**config.mk**
```make
export PLATFORM = sky130hd
export DESIGN_NAME = vec_dispatch_unit
export DESIGN_NICKNAME = d
export VERILOG_FILES = /design/src/rtl/vec_dispatch_pkg.sv /design/src/rtl/vec_dispatch_fifo.sv /design/src/rtl/vec_dispatch_unit.sv
export SDC_FILE = /design/constraint.sdc
export NUM_CORES = 1
export LEC_CHECK = 0
export CAP_MARGIN = 40
export CORE_UTILIZATION = 40
export DETAILED_ROUTE_END_ITERATION = 8
export PLACE_DENSITY = 0.64
export SYNTH_ARGS = -nofsm -noshare
export SYNTH_HDL_FRONTEND = slang
export SYNTH_SLANG_ARGS = --single-unit
```
**constraint.sdc**
```tcl
create_clock -name clk -period 4.1 [get_ports clk]
set_input_delay 0.41 -clock clk [delete_from_list [all_inputs] [get_ports clk]]
set_output_delay 0.41 -clock clk [all_outputs]
set_load 0.05 [all_outputs]
```
**src/rtl/vec_dispatch_pkg.sv**
```systemverilog
// rtl/vec_dispatch_pkg.sv - shared types and sizing for the vector dispatch unit
`ifndef XLEN
`define XLEN 32
`endif

package vec_dispatch_pkg;

    localparam int XLEN               = `XLEN;
    localparam int DEF_DEPTH          = 4;
    localparam int DEF_TIMEOUT_CYCLES = 1024;
    localparam int CNT_W              = $clog2(DEF_DEPTH + 1);
    localparam int TMR_W              = $clog2(DEF_TIMEOUT_CYCLES);

    typedef enum logic [1:0] {
        IDLE,
        ISSUE,
        WAIT_ACK,
        RESP
    } dispatch_state_e;

    typedef struct packed {
        logic [XLEN-1:0] inst;
        logic [XLEN-1:0] rs1;
        logic [XLEN-1:0] rs2;
    } disp_entry_t;

endpackage

```
**src/rtl/vec_dispatch_fifo.sv**
```systemverilog
// rtl/vec_dispatch_fifo.sv - synchronous FIFO of dispatch entries, no bypass
module vec_dispatch_fifo
    import vec_dispatch_pkg::*;
#(
    parameter int DEPTH = DEF_DEPTH
) (
    input  logic                       clk_i,
    input  logic                       reset_i,
    input  logic                       push_i,
    input  disp_entry_t                wdata_i,
    input  logic                       pop_i,
    output disp_entry_t                head_o,
    output logic [$clog2(DEPTH+1)-1:0] count_o,
    output logic                       full_o,
    output logic                       empty_o
);

    localparam int PTR_W = $clog2(DEPTH);
    localparam int CW    = $clog2(DEPTH + 1);

    disp_entry_t      mem_q [DEPTH];
    logic [PTR_W-1:0] wr_ptr_q;
    logic [PTR_W-1:0] rd_ptr_q;
    logic [CW-1:0]    count_q;
    logic             do_push;
    logic             do_pop;

    assign full_o  = (count_q == CW'(DEPTH));
    assign empty_o = (count_q == '0);
    assign do_push = push_i && !full_o;
    assign do_pop  = pop_i && !empty_o;
    assign head_o  = mem_q[rd_ptr_q];
    assign count_o = count_q;

    // DEPTH is a power of two, so pointer overflow is the modulo wrap
    always_ff @(posedge clk_i) begin
        if (reset_i) begin
            wr_ptr_q <= '0;
            rd_ptr_q <= '0;
            count_q  <= '0;
        end else begin
            if (do_push) wr_ptr_q <= wr_ptr_q + 1'b1;
            if (do_pop)  rd_ptr_q <= rd_ptr_q + 1'b1;
            count_q <= count_q + CW'(do_push) - CW'(do_pop);
        end
    end

    always_ff @(posedge clk_i) begin
        if (do_push) mem_q[wr_ptr_q] <= wdata_i;
    end

endmodule

```
**src/rtl/vec_dispatch_unit.sv**
```systemverilog
// rtl/vec_dispatch_unit.sv - issues queued instructions to the vector coprocessor and returns results
module vec_dispatch_unit
    import vec_dispatch_pkg::*;
#(
    parameter int DEPTH          = DEF_DEPTH,
    parameter int TIMEOUT_CYCLES = DEF_TIMEOUT_CYCLES
) (
    input  logic            clk,
    input  logic            reset,
    input  logic            push_valid,
    output logic            push_ready,
    input  logic [XLEN-1:0] push_inst,
    input  logic [XLEN-1:0] push_rs1,
    input  logic [XLEN-1:0] push_rs2,
    output logic [XLEN-1:0] instruction,
    output logic [XLEN-1:0] rs1_data,
    output logic [XLEN-1:0] rs2_data,
    output logic            inst_valid,
    input  logic            vec_pro_ready,
    input  logic            is_vec,
    output logic            scalar_pro_ready,
    input  logic            vec_pro_ack,
    input  logic [XLEN-1:0] csr_out,
    output logic            resp_valid,
    input  logic            resp_ready,
    output logic [XLEN-1:0] resp_csr,
    output logic            resp_illegal,
    output logic            resp_timeout,
    output logic            busy
);

    localparam int TW = $clog2(TIMEOUT_CYCLES);

    dispatch_state_e               state_q;
    logic [TW-1:0]                 timer_q;
    logic [TW-1:0]                 timer_d;
    disp_entry_t                   payload_q;
    logic                          inst_valid_q;
    logic                          scalar_pro_ready_q;
    logic                          resp_valid_q;
    logic                          resp_illegal_q;
    logic                          resp_timeout_q;
    logic [XLEN-1:0]               resp_csr_q;

    disp_entry_t                   fifo_head;
    logic [$clog2(DEPTH+1)-1:0]    fifo_count;
    logic                          fifo_full;
    logic                          fifo_empty;
    logic                          fifo_pop;
    disp_entry_t                   push_entry;

    assign push_entry = '{inst: push_inst, rs1: push_rs1, rs2: push_rs2};
    // The head leaves the queue on the same edge the FSM leaves ISSUE
    assign fifo_pop   = (state_q == ISSUE) && (!is_vec || vec_pro_ready);
    assign timer_d    = timer_q + 1'b1;

    vec_dispatch_fifo #(.DEPTH(DEPTH)) u_fifo (
        .clk_i   (clk),
        .reset_i (reset),
        .push_i  (push_valid),
        .wdata_i (push_entry),
        .pop_i   (fifo_pop),
        .head_o  (fifo_head),
        .count_o (fifo_count),
        .full_o  (fifo_full),
        .empty_o (fifo_empty)
    );

    always_ff @(posedge clk) begin
        if (reset) begin
            state_q            <= IDLE;
            timer_q            <= '0;
            payload_q          <= '0;
            inst_valid_q       <= 1'b0;
            scalar_pro_ready_q <= 1'b0;
            resp_valid_q       <= 1'b0;
            resp_illegal_q     <= 1'b0;
            resp_timeout_q     <= 1'b0;
            resp_csr_q         <= '0;
        end else begin
            case (state_q)
                IDLE: begin
                    if (!fifo_empty) begin
                        payload_q    <= fifo_head;
                        inst_valid_q <= 1'b1;
                        state_q      <= ISSUE;
                    end
                end
                ISSUE: begin
                    if (!is_vec) begin
                        inst_valid_q   <= 1'b0;
                        resp_illegal_q <= 1'b1;
                        resp_csr_q     <= '0;
                        resp_valid_q   <= 1'b1;
                        state_q        <= RESP;
                    end else if (vec_pro_ready) begin
                        inst_valid_q       <= 1'b0;
                        scalar_pro_ready_q <= 1'b1;
                        timer_q            <= '0;
                        state_q            <= WAIT_ACK;
                    end
                end
                WAIT_ACK: begin
                    timer_q <= timer_d;
                    // ack is tested first so it beats a coincident timeout
                    if (vec_pro_ack) begin
                        resp_csr_q         <= csr_out;
                        scalar_pro_ready_q <= 1'b0;
                        resp_valid_q       <= 1'b1;
                        state_q            <= RESP;
                    end else if (timer_q == TW'(TIMEOUT_CYCLES - 1)) begin
                        resp_timeout_q     <= 1'b1;
                        resp_csr_q         <= '0;
                        scalar_pro_ready_q <= 1'b0;
                        resp_valid_q       <= 1'b1;
                        state_q            <= RESP;
                    end
                end
                RESP: begin
                    if (resp_ready) begin
                        resp_valid_q   <= 1'b0;
                        resp_illegal_q <= 1'b0;
                        resp_timeout_q <= 1'b0;
                        state_q        <= IDLE;
                    end
                end
                default: state_q <= IDLE;
            endcase
        end
    end

    assign push_ready       = !fifo_full;
    assign instruction      = payload_q.inst;
    assign rs1_data         = payload_q.rs1;
    assign rs2_data         = payload_q.rs2;
    assign inst_valid       = inst_valid_q;
    assign scalar_pro_ready = scalar_pro_ready_q;
    assign resp_valid       = resp_valid_q;
    assign resp_illegal     = resp_illegal_q;
    assign resp_timeout     = resp_timeout_q;
    assign resp_csr         = resp_csr_q;
    assign busy             = (state_q != IDLE) || (fifo_count != '0);

endmodule

```
### Word level (Yosys, flattened, before mapping)

Memories as Yosys holds them, arrays and structs flattened. A register that Yosys moved wholly into a read port is not among the register bits.
Cells that the tools add are included.

| storage, ports and cells | value |
|---|---|
| register bits | 56 |
| bits in writable memories | 384 |
| output and inout port bits | 135 |
| logic and storage cells | 91 |
| memories | 1 |

| cells by class | value |
|---|---|
| $add $sub $neg | 5 |
| equal/unequal tests | 14 |
| multiplexer cells | 33 |
| bitwise logic cells | 1 |
| reductions and logical operators | 26 |

Memory list:

| name | words | bits a word | rd ports | clocked after memory_dff | wr ports | RTL line | source |
|---|---|---|---|---|---|---|---|
| u_fifo.mem_q | 4 | 96 | 1 | 1 | 1 | vec_dispatch_fifo.sv:21 | `disp_entry_t mem_q [DEPTH];` |

Operators by type and width:

| kind | number |
|---|---|
| $mux 32 | 3 |
| $pmux 32 s2 | 1 |
| $mux 10 | 2 |
| $pmux 10 s2 | 1 |
| $reduce_and 4->1 | 4 |
| $mux 1 | 14 |
| $ne 2x2->1 const B | 7 |
| $mux 2 | 6 |
| $reduce_and 3->1 | 4 |
| $add 10x1->10 const B | 1 |
| $eq 10x10->1 const B | 1 |
| $reduce_bool 2->1 | 5 |
| $pmux 1 s2 | 4 |
| $pmux 2 s4 | 1 |
| $ne 3x3->1 const B | 2 |
| $reduce_bool 3->1 | 2 |
| $add 2x1->2 const B | 2 |
| $eq 2x2->1 const B | 2 |
| $add 3x1->3 | 1 |
| $eq 3x3->1 const B | 1 |
| $logic_and 1x1->1 | 3 |
| $logic_not 1->1 | 3 |
| $logic_not 3->1 | 1 |
| $pmux 1 s3 | 1 |
| 6 further kinds | 7 |

### Longest topological paths before layout

Gate-level depths: netlist of run 1.

| depth | value |
|---|---|
| depth after elaboration | 5 |
| mapped depth | 10 |
| gate-level depth less buffers | 9 |

### By module

Synthesis of run 1 repeated with hierarchy kept, for this count alone.

| unflattened totals | value |
|---|---|
| cells, all modules | 1227 |
| area total of the unflattened synthesis | 19850.3 um^2 |

Modules (own cells, without submodules):

| module | times used | cells an instance | area an instance (um^2) | seq. area each (um^2) |
|---|---|---|---|---|
| vec_dispatch_fifo | 1 | 553 | 14325.0 | 11711.2 |
| vec_dispatch_unit | 1 | 674 | 5525.3 | 2902.8 |

### Worst setup path before layout of run 1

OpenSTA, ideal clock, no wires.

| timing path | value |
|---|---|
| path type | register to register |
| start | reg u_fifo.count_q[1] (netlist: u_fifo.count_o[1]) |
| end | mem u_fifo.mem_q[1][0] (netlist name), enable pin |
| data arrival time | 3091 ps |
| data required time | 3634 ps |
| setup slack | 544 ps |
| stages on the path, launching flop included | 4 |
| clock period less this slack | 3556 ps |
| cells stage by stage | dfxtp_1 nor2_1 a21boi_1 and2_1 |

| between the ends | value |
|---|---|
| cells in the longest elaborated chain, start to end | 5 |

RTL lines:

| element | RTL line | source |
|---|---|---|
| from (decl) | vec_dispatch_fifo.sv:24 | `logic [CW-1:0] count_q;` |
| from (signal assigned) | vec_dispatch_fifo.sv:44 | `count_q <= count_q + CW'(do_push) - CW'(do_pop);` |
| $eq 3x3->1 | vec_dispatch_fifo.sv:28 | `assign full_o = (count_q == CW'(DEPTH));` |
| $logic_not 1->1 | vec_dispatch_fifo.sv:30 | `assign do_push = push_i && !full_o;` |
| $logic_and 1x1->1 | vec_dispatch_fifo.sv:30 |  |
| net u_fifo.do_push | vec_dispatch_fifo.sv:25 | `logic do_push;` |
| $mux 1 | vec_dispatch_fifo.sv:49 | `if (do_push) mem_q[wr_ptr_q] <= wdata_i;` |
| $mux 1 (not written as such) | vec_dispatch_fifo.sv:49 |  |
| to (decl) | vec_dispatch_fifo.sv:21 |  |

The timed path passes the listed nets, and every way through them passes these cells.

### Final worst setup path of run 1

| timing path | value |
|---|---|
| start | reg state_q[0] |
| end | out busy |

| between the ends | value |
|---|---|
| cells in the longest elaborated chain, start to end | 2 |

RTL lines:

| element | RTL line | source |
|---|---|---|
| from (decl) | vec_dispatch_unit.sv:34 | `dispatch_state_e state_q;` |
| from (signal assigned) | vec_dispatch_unit.sv:71 | `state_q <= IDLE;` |
| from (signal assigned) | vec_dispatch_unit.sv:86 | `state_q <= ISSUE;` |
| from (signal assigned) | vec_dispatch_unit.sv:95 | `state_q <= RESP;` |
| $reduce_bool 2->1 | vec_dispatch_unit.sv:142 | `assign busy = (state_q != IDLE) \|\| (fifo_count != '0);` |
| $logic_or 1x1->1 | vec_dispatch_unit.sv:142 |  |
| to (decl) | vec_dispatch_unit.sv:29 | `output logic busy` |

Every way passes these cells.

==> results of run 1 <==
-- how the worst min path moves through the flow --
stage                            from           endpoint  cells after the start
final                           reset       resp_illegal                      2
after global routing            reset  u_fifo.count_o[2]                      2
after CTS                       reset       resp_illegal                      2
after detailed placement  rs1_data[5]        rs1_data[5]                      2
after global placement    rs1_data[7]        rs1_data[7]                      2
after floorplan            timer_q[1]         timer_q[1]                      2
-- per-stage QoR --
stage | std cells | util (%) | hold WS [ns] | total power [mW]
CTS | 2242 | 51.5 | 0.279 | 17.7
floorplan | 1253 | - | 0.444 | 10.8
detailed placement | 2138 | 47.9 | 0.447 | 12.8
finish | 2242 | 51.5 | 0.296 | 17.4
global placement | 2134 | 47.7 | 0.445 | 12.6
global route | 2242 | 51.5 | 0.304 | 18.3
-- placed cells by master, fill, tap and decap left out, types with 10 or more instances in the layout --
master           count
nor2_1              14
dfxtp_1            150
a21oi_1            106
nand2_1            234
o21ai_0             72
clkbuf_16           56
nor2b_1             35
mux4_2              96
edfxtp_1           384
clkdlybuf4s50_1    268
clkbuf_1            14
ha_1                12
inv_1               10
clkbuf_8            11
buf_4               15
clkinv_2            10
-- registers in the layout, summed over array words and instances (netlist names) --
signal / flops
instruction: 32
inst_valid: 1
u_fifo.count_o: 3
resp_timeout: 1
resp_valid: 1
resp_csr: 32
timer_q: 10
u_fifo.wr_ptr_q: 2
rs1_data: 32
rs2_data: 32
resp_illegal: 1
state_q: 2
u_fifo.rd_ptr_q: 2
u_fifo.mem_q: 384
scalar_pro_ready: 1
-- cell type report --
type | instances | share of cell area [%]
sequential | 536 | 58.0
inverter | 10 | 0.149
clock inverter | 23 | 0.632
clock buffer | 81 | 6.38
timing repair buffer | 296 | 12.2
multi-input combinational | 632 | 19.3
tap | 664 | 3.30
-- report_power, final --
group	switching (mW)	internal, mW
registers	0.346	6.72
clock network	2.04	2.77
logic	3.63	1.94
-- metal layers --
layer	GRT usage, %	share of wire, %	vias up
met5	0	0.092	-
met1	23.7	45	5611
met3	3.40	5.3	75
met2	28.8	48	287
li1	-	-	5242
met4	5.55	2.1	6
-- kinds of logic after synthesis --
logic type / Yosys count / synth area share [%]
xor+xnor: 9 / 0.399
simple gates: 318 / 7.00
mux: 97 / 11.0
buf+inv: 85 / 1.85
flops: 536 / 73.7
compound gates: 195 / 5.22
fa+ha+maj: 13 / 0.860
==> Implementation_results.wiki, run 1 <==
{| class="wikitable"
! Metric !! Value
|-
| Startpoint type of the worst setup path || register
|-
| Crit path from || state_q[0]
|-
| Max rail drop VDD || ~0.00043 V
|-
| Number of different library cells in the post-synthesis netlist || between 40 and 50
|-
| Required time of the critical path || 3.69 ns
|-
| Worst R2R End || u_fifo.mem_q[1][80]
|-
| Maximum number of pins on one net before global-route repair || 80
|-
| Maximum cell stage delay along the critical path || 0.75 ns
|-
| Starting density of the core || 40.5%
|-
| Register-to-register path setup slack || around 1.6 ns
|-
| Post-layout net count || roughly 1700
|-
| Primary FF master, synth || edfxtp_1
|-
| Pins over their slew limit || 0
|-
| Estimated wirelength of the detail-placed design || 26.7 mm
|-
| Slew @ Worst Pin || around 0.76 ns
|-
| Placer congestion estimate || ~0.75
|-
| Gate count of the mapped netlist || ~1300
|-
| H-tree lvl count || 2
|-
| Setup_tns || 0 ns
|-
| Slew margin rel. || 49.4%
|-
| Max-cap violations || 0
|-
| Sequential cell area || 14600 sq um
|-
| Routed via count divided by cell count || 5.00
|-
| Setup repair after global routing missed its margin || no
|-
| Aggregate routed wire length || between 40 and 50 mm
|-
| TritonCTS clock tree || done
|-
| Largest area contributor in the netlist || edfxtp_1
|-
| Setup Crit Path Kind || register to output pin
|-
| Cell family with most CP delay || buffers and inverters
|-
| Max Fclk || 313 MHz
|-
| X dimension of the die || 224 um
|-
| Top cells by instance count after synthesis || edfxtp_1 (384), nand2_1 (235), dfxtp_1 (152), a21oi_1 (106), mux4_2 (96)
|-
| Worst EP arrival || around 2.8 ns
|-
| Number of enable flip-flop cells after synthesis || 384
|-
| Vertical extent of the die || around 220 um
|-
| Global-route wire length before repair || between 60 and 70 mm
|-
| Critical Path End Type || output pin
|-
| Total setup buffers inserted after CTS || 0
|-
| Synthesis Warnings || 0
|-
| Number of instances resized during post-cts repair || 0
|-
| Total power divided by cell area || just under 700 nW/um^2
|-
| Share of async-settable or async-resettable flops after synthesis || 0%
|-
| Area used by multi-input combinational logic || ~4900 sq um
|-
| Top-Level Pins || 270
|-
| Biggest area contributors in the synthesized netlist || edfxtp_1 (58%), dfxtp_1 (15%), mux4_2 (11%)
|-
| Count of buffers from port buffering || 269
|-
| Via count of the first global-routing pass || 11600
|-
| Beginning of the worst register-to-register path || u_fifo.count_o[1]
|-
| Lkg Pwr || 8.12 nW
|-
| Number of sinks handled by clock tree synthesis || between 500 and 600
|-
| Syn avg cell area || between 15 and 20 sq um
|-
| Crit. path cell count || 4
|-
| Hold Path Class || input port to register
|-
| Critical path capture point || busy
|-
| Library cell with the highest instance count after synthesis || edfxtp_1
|-
| Clock input transition at the sequential cells of the worst setup and hold paths || about 0.06 ns
|-
| Clock tree buffer depth || 3
|-
| Final period util || between 70% and 80%
|-
| Outcome || complete, no violations
|-
| DRC violation total after the first TritonRoute iteration || 773
|-
| Number of inserted filler cells in the final layout || roughly 4000
|-
| Global route total overflow || 0
|-
| DRT Pass-1 Iters || 4
|-
| Number of antenna repair diodes || 0
|-
| Overall Global Routing Usage || 17.6%
|-
| Number of storage elements in the synthesis netlist || 536
|-
| Sequential share of the synthesized area || 73.7%
|-
| Worst R2R Path Depth || 4
|-
| Buffer and inverter count on the worst path || 2
|-
| DIE AREA || 50300 sq um
|-
| Setup Skew || approximately 0.026 ns
|-
| DP Area || 23400 sq um
|-
| Series of cell instances along the critical path || inv_1, ha_1, or4b_2, clkdlybuf4s50_1
|-
| Number of antenna violations at the first check in global routing || 3
|-
| Worst Setup Slack, final || 0.907 ns
|-
| Wire length per cell || 19.5 um
|-
| Vias post-DR || 11200
|-
| Minimum clock period || around 3.2 ns
|-
| Row count || between 80 and 90
|-
| Clock latency on the worst-skew pair || just over 0.6 ns
|-
| Post-Layout Inst Area || between 20000 and 30000 sq um
|-
| Core Area || about 49000 sq um
|-
| Fraction of layout cells with a size suffix above 1 || between 10% and 20%
|-
| Maximum fanout along the worst path || 5
|-
| Final setup vio count || 0
|-
| TritonCTS Buffers || between 50 and 60
|-
| Final ANT Viol Nets || 0
|-
| Cell area after synthesis || just under 20000 sq um
|-
| Final routed DRC violation total || 0
|-
| Critical-path cell with the highest stage delay || clkdlybuf4s50_1
|-
| Share of Yosys cell area claimed by the top area cell type || 58.3%
|-
| Layout overhead on the synthesized area || 27.1%
|-
| Pre-CTS setup slack || 1.15 ns
|-
| Number of hold buffers added after CTS || 0
|-
| CTS root buffer || clkbuf_16
|-
| Final number of hold-violating endpoints || 0
|-
| Number of nets produced by synthesis || between 1000 and 1500
|}
No activity file was read; power rests on OpenSTA's default activity.
==> run 2, diff against run 1 <==
- clock period: 4.1 -> 3.05 ns (I/O delays scaled with it)
==> run 2 against run 1 <==
  * Sequential cell count stayed put
  * Sequential power is 35% higher
  * Critical endpoint unchanged
  * Highest routed layer unchanged
  * Final cell count is 0.31% higher
  * Combinational power is 34% higher
  * Clock skew is 0.016 ns lower
  * Global-route usage hardly changed
  * Largest power group unchanged
==> Implementation_results.wiki, run 2 (synthesized netlist as in run 1, its figures left out) <==
{| class="wikitable"
! Metric !! Value
|-
| Maximum fanout along the worst path || 5 (unchanged)
|-
| Max Fclk || 362 MHz
|-
| Maximum number of pins on one net before global-route repair || 56 (-30%)
|-
| Setup repair after global routing missed its margin || no
|-
| Slew @ Worst Pin || 0.815 ns (+0.0553 ns)
|-
| Pre-CTS setup slack || 0.501 ns (-0.652 ns)
|-
| Number of inserted filler cells in the final layout || 4111 (+0.91%)
|-
| Routed via count divided by cell count || 5.04 (+0.78%)
|-
| Final period util || roughly nine tenths
|-
| CTS root buffer || clkbuf_16
|-
| Core Area || 48800 sq um (unchanged)
|-
| Number of sinks handled by clock tree synthesis || 536 (unchanged)
|-
| Minimum clock period || between 2 and 3 ns
|-
| Outcome || complete, no violations
|-
| TritonCTS clock tree || done
|-
| Placer congestion estimate || 0.771 (+2.7%)
|-
| Starting density of the core || 40.5% (unchanged)
|-
| Setup Crit Path Kind || register to output pin
|-
| Total setup buffers inserted after CTS || 0 (unchanged)
|-
| Clock latency on the worst-skew pair || 0.59 ns (-0.02 ns)
|-
| Startpoint type of the worst setup path || register
|-
| Hold Path Class || input port to register
|-
| Design Power || 23.8 mW (+36%)
|-
| Layout overhead on the synthesized area || 28.3%
|-
| Total power divided by cell area || 938 nW/um^2 (+35%)
|-
| DRC violation total after the first TritonRoute iteration || 708 (-8.4%)
|-
| Start point of the worst hold path || reset
|-
| Via count of the first global-routing pass || 11700 (+1.0%)
|-
| Top register by number of flip-flops || u_fifo.mem_q
|-
| Fraction of layout cells with a size suffix above 1 || 14.8% (+0.84 points)
|-
| Global-route wire length before repair || 67.4 mm (about the same)
|-
| Estimated wirelength of the detail-placed design || 26.8 mm (+0.68%)
|-
| Top-Level Pins || 270 (unchanged)
|-
| Clock tree buffer depth || 3 (unchanged)
|-
| DRT Pass-1 Iters || 5 (+1)
|-
| Top library cells by usage in the layout, fill and taps aside || edfxtp_1 (384), clkdlybuf4s50_1 (267), nand2_1 (234)
|-
| Critical Path End Type || output pin
|-
| Slew margin rel. || 45.7% (-3.7 points)
|-
| Most common library cell in the layout ignoring fill and taps || edfxtp_1
|-
| Overall Global Routing Usage || 17.6% (about the same)
|-
| Worst EP arrival || 2.45 ns (-0.33 ns)
|-
| Global route total overflow || 0 (unchanged)
|-
| Max reg flops || 384 (unchanged)
|-
| Max rail drop VDD || 0.000575 V (+35%)
|-
| TritonCTS Buffers || 56 (unchanged)
|-
| Setup Skew || 0.00967 ns (-0.0162 ns)
|-
| Max-cap violations || 0 (unchanged)
|-
| Final number of hold-violating endpoints || 0 (unchanged)
|-
| Vertical extent of the die || 224 um (unchanged)
|-
| Pins over their slew limit || 0 (unchanged)
|-
| Final setup vio count || 0 (unchanged)
|-
| X dimension of the die || 224 um (unchanged)
|-
| Beginning of the worst register-to-register path || u_fifo.count_o[1]
|-
| Setup_tns || 0 ns (unchanged)
|-
| Count of buffers from port buffering || 269 (unchanged)
|-
| Vias post-DR || 11300 (+1.1%)
|-
| Worst Setup Slack, final || 0.290 ns (-0.617 ns)
|-
| Lkg Pwr || 8.21 nW (+1.2%)
|-
| Clock input transition at the sequential cells of the worst setup and hold paths || 0.06 ns (about the same)
|-
| Final routed DRC violation total || 0 (unchanged)
|-
| Final ANT Viol Nets || 0 (unchanged)
|-
| Post-layout net count || 1683 (+0.18%)
|-
| Aggregate routed wire length || 43.9 mm (+0.58%)
|-
| Required time of the critical path || 2.74 ns (-0.95 ns)
|-
| DIE AREA || 50300 sq um (unchanged)
|-
| Row count || 81 (unchanged)
|-
| H-tree lvl count || 2 (unchanged)
|-
| Number of antenna violations at the first check in global routing || 5 (+2)
|-
| Wire length per cell || 19.5 um (+0.27%)
|-
| Crit path from || state_q[0]
|}
-- run 2: cell count changes in the layout (fill, tap and decap cells not counted), moves of 2 or more --
cell       change
clkbuf_8       +7
diode_2        +2
clkinv_1       -6
clkbuf_16      +2
buf_4          -3
buf_16         -3
buf_12        +10
clkbuf_1       -3
-- run 2: metal layers --
layer	vias up	global-route usage, %	routed length, um
met5	-	0	51
met2	281	28.5	21000
met3	57	3.79	2560
met1	5741	23.9	19600
li1	5257	-	-
met4	8	4.92	716
-- run 2: report_power, final --
part           switching (mW)  internal (mW)  total, mW
registers               0.523           9.03       9.55
clock network            2.73           4.08       6.81
logic                    4.83           2.60       7.44
-- run 2: area by class of cell --
| type | count | area, sq um | area share [%] |
|---|---|---|---|
| Tap cell | 664 | 831 | 3.27 |
| Inverter | 10 | 37.5 | 0.148 |
| Antenna cell | 2 | 5.00 | 0.0197 |
| Clock buffer | 87 | 1740 | 6.86 |
| Clock inverter | 19 | 164 | 0.646 |
| Timing Repair Buffer | 299 | 3150 | 12.4 |
| Sequential cell | 536 | 14600 | 57.5 |
| Multi-Input combinational cell | 632 | 4860 | 19.2 |
-- run 2: critical path: stages (launching register included) --
cell	delay (ns)
dfxtp_1	0.33
inv_1	0.14
ha_1	0.29
or4b_2	0.65
dlygate4sd2_1	0.47
-- run 2: path summary, 6_finish.rpt --
kind / endpoint / cells after the start / slack [ns]
worst min-delay path: resp_illegal / 2 / 0.11
worst max-delay path: busy / 4 / 0.29
worst min register to register: rs2_data[12] / 2 / 0.45
worst max register to register: u_fifo.count_o[2] / 8 / 0.72
-- run 2: stage by stage --
stage	area (sq um)	std cells	hold WS (ns)	utilization [%]
floorplan	19800	1253	0.404	-
global placement	23500	2141	0.443	48.0
detailed placement	23500	2141	0.446	48.0
CTS	25400	2247	0.0762	51.9
global route	25400	2248	0.0929	51.9
finish	25400	2249	0.114	51.9
-- run 2: timing repair --
item | CTS | global route
endpoints found under the setup margin | 1 | 0
hold buffers | 0 | 0
gates resized for setup | 1 | 0
endpoints found under the hold margin | 0 | 0
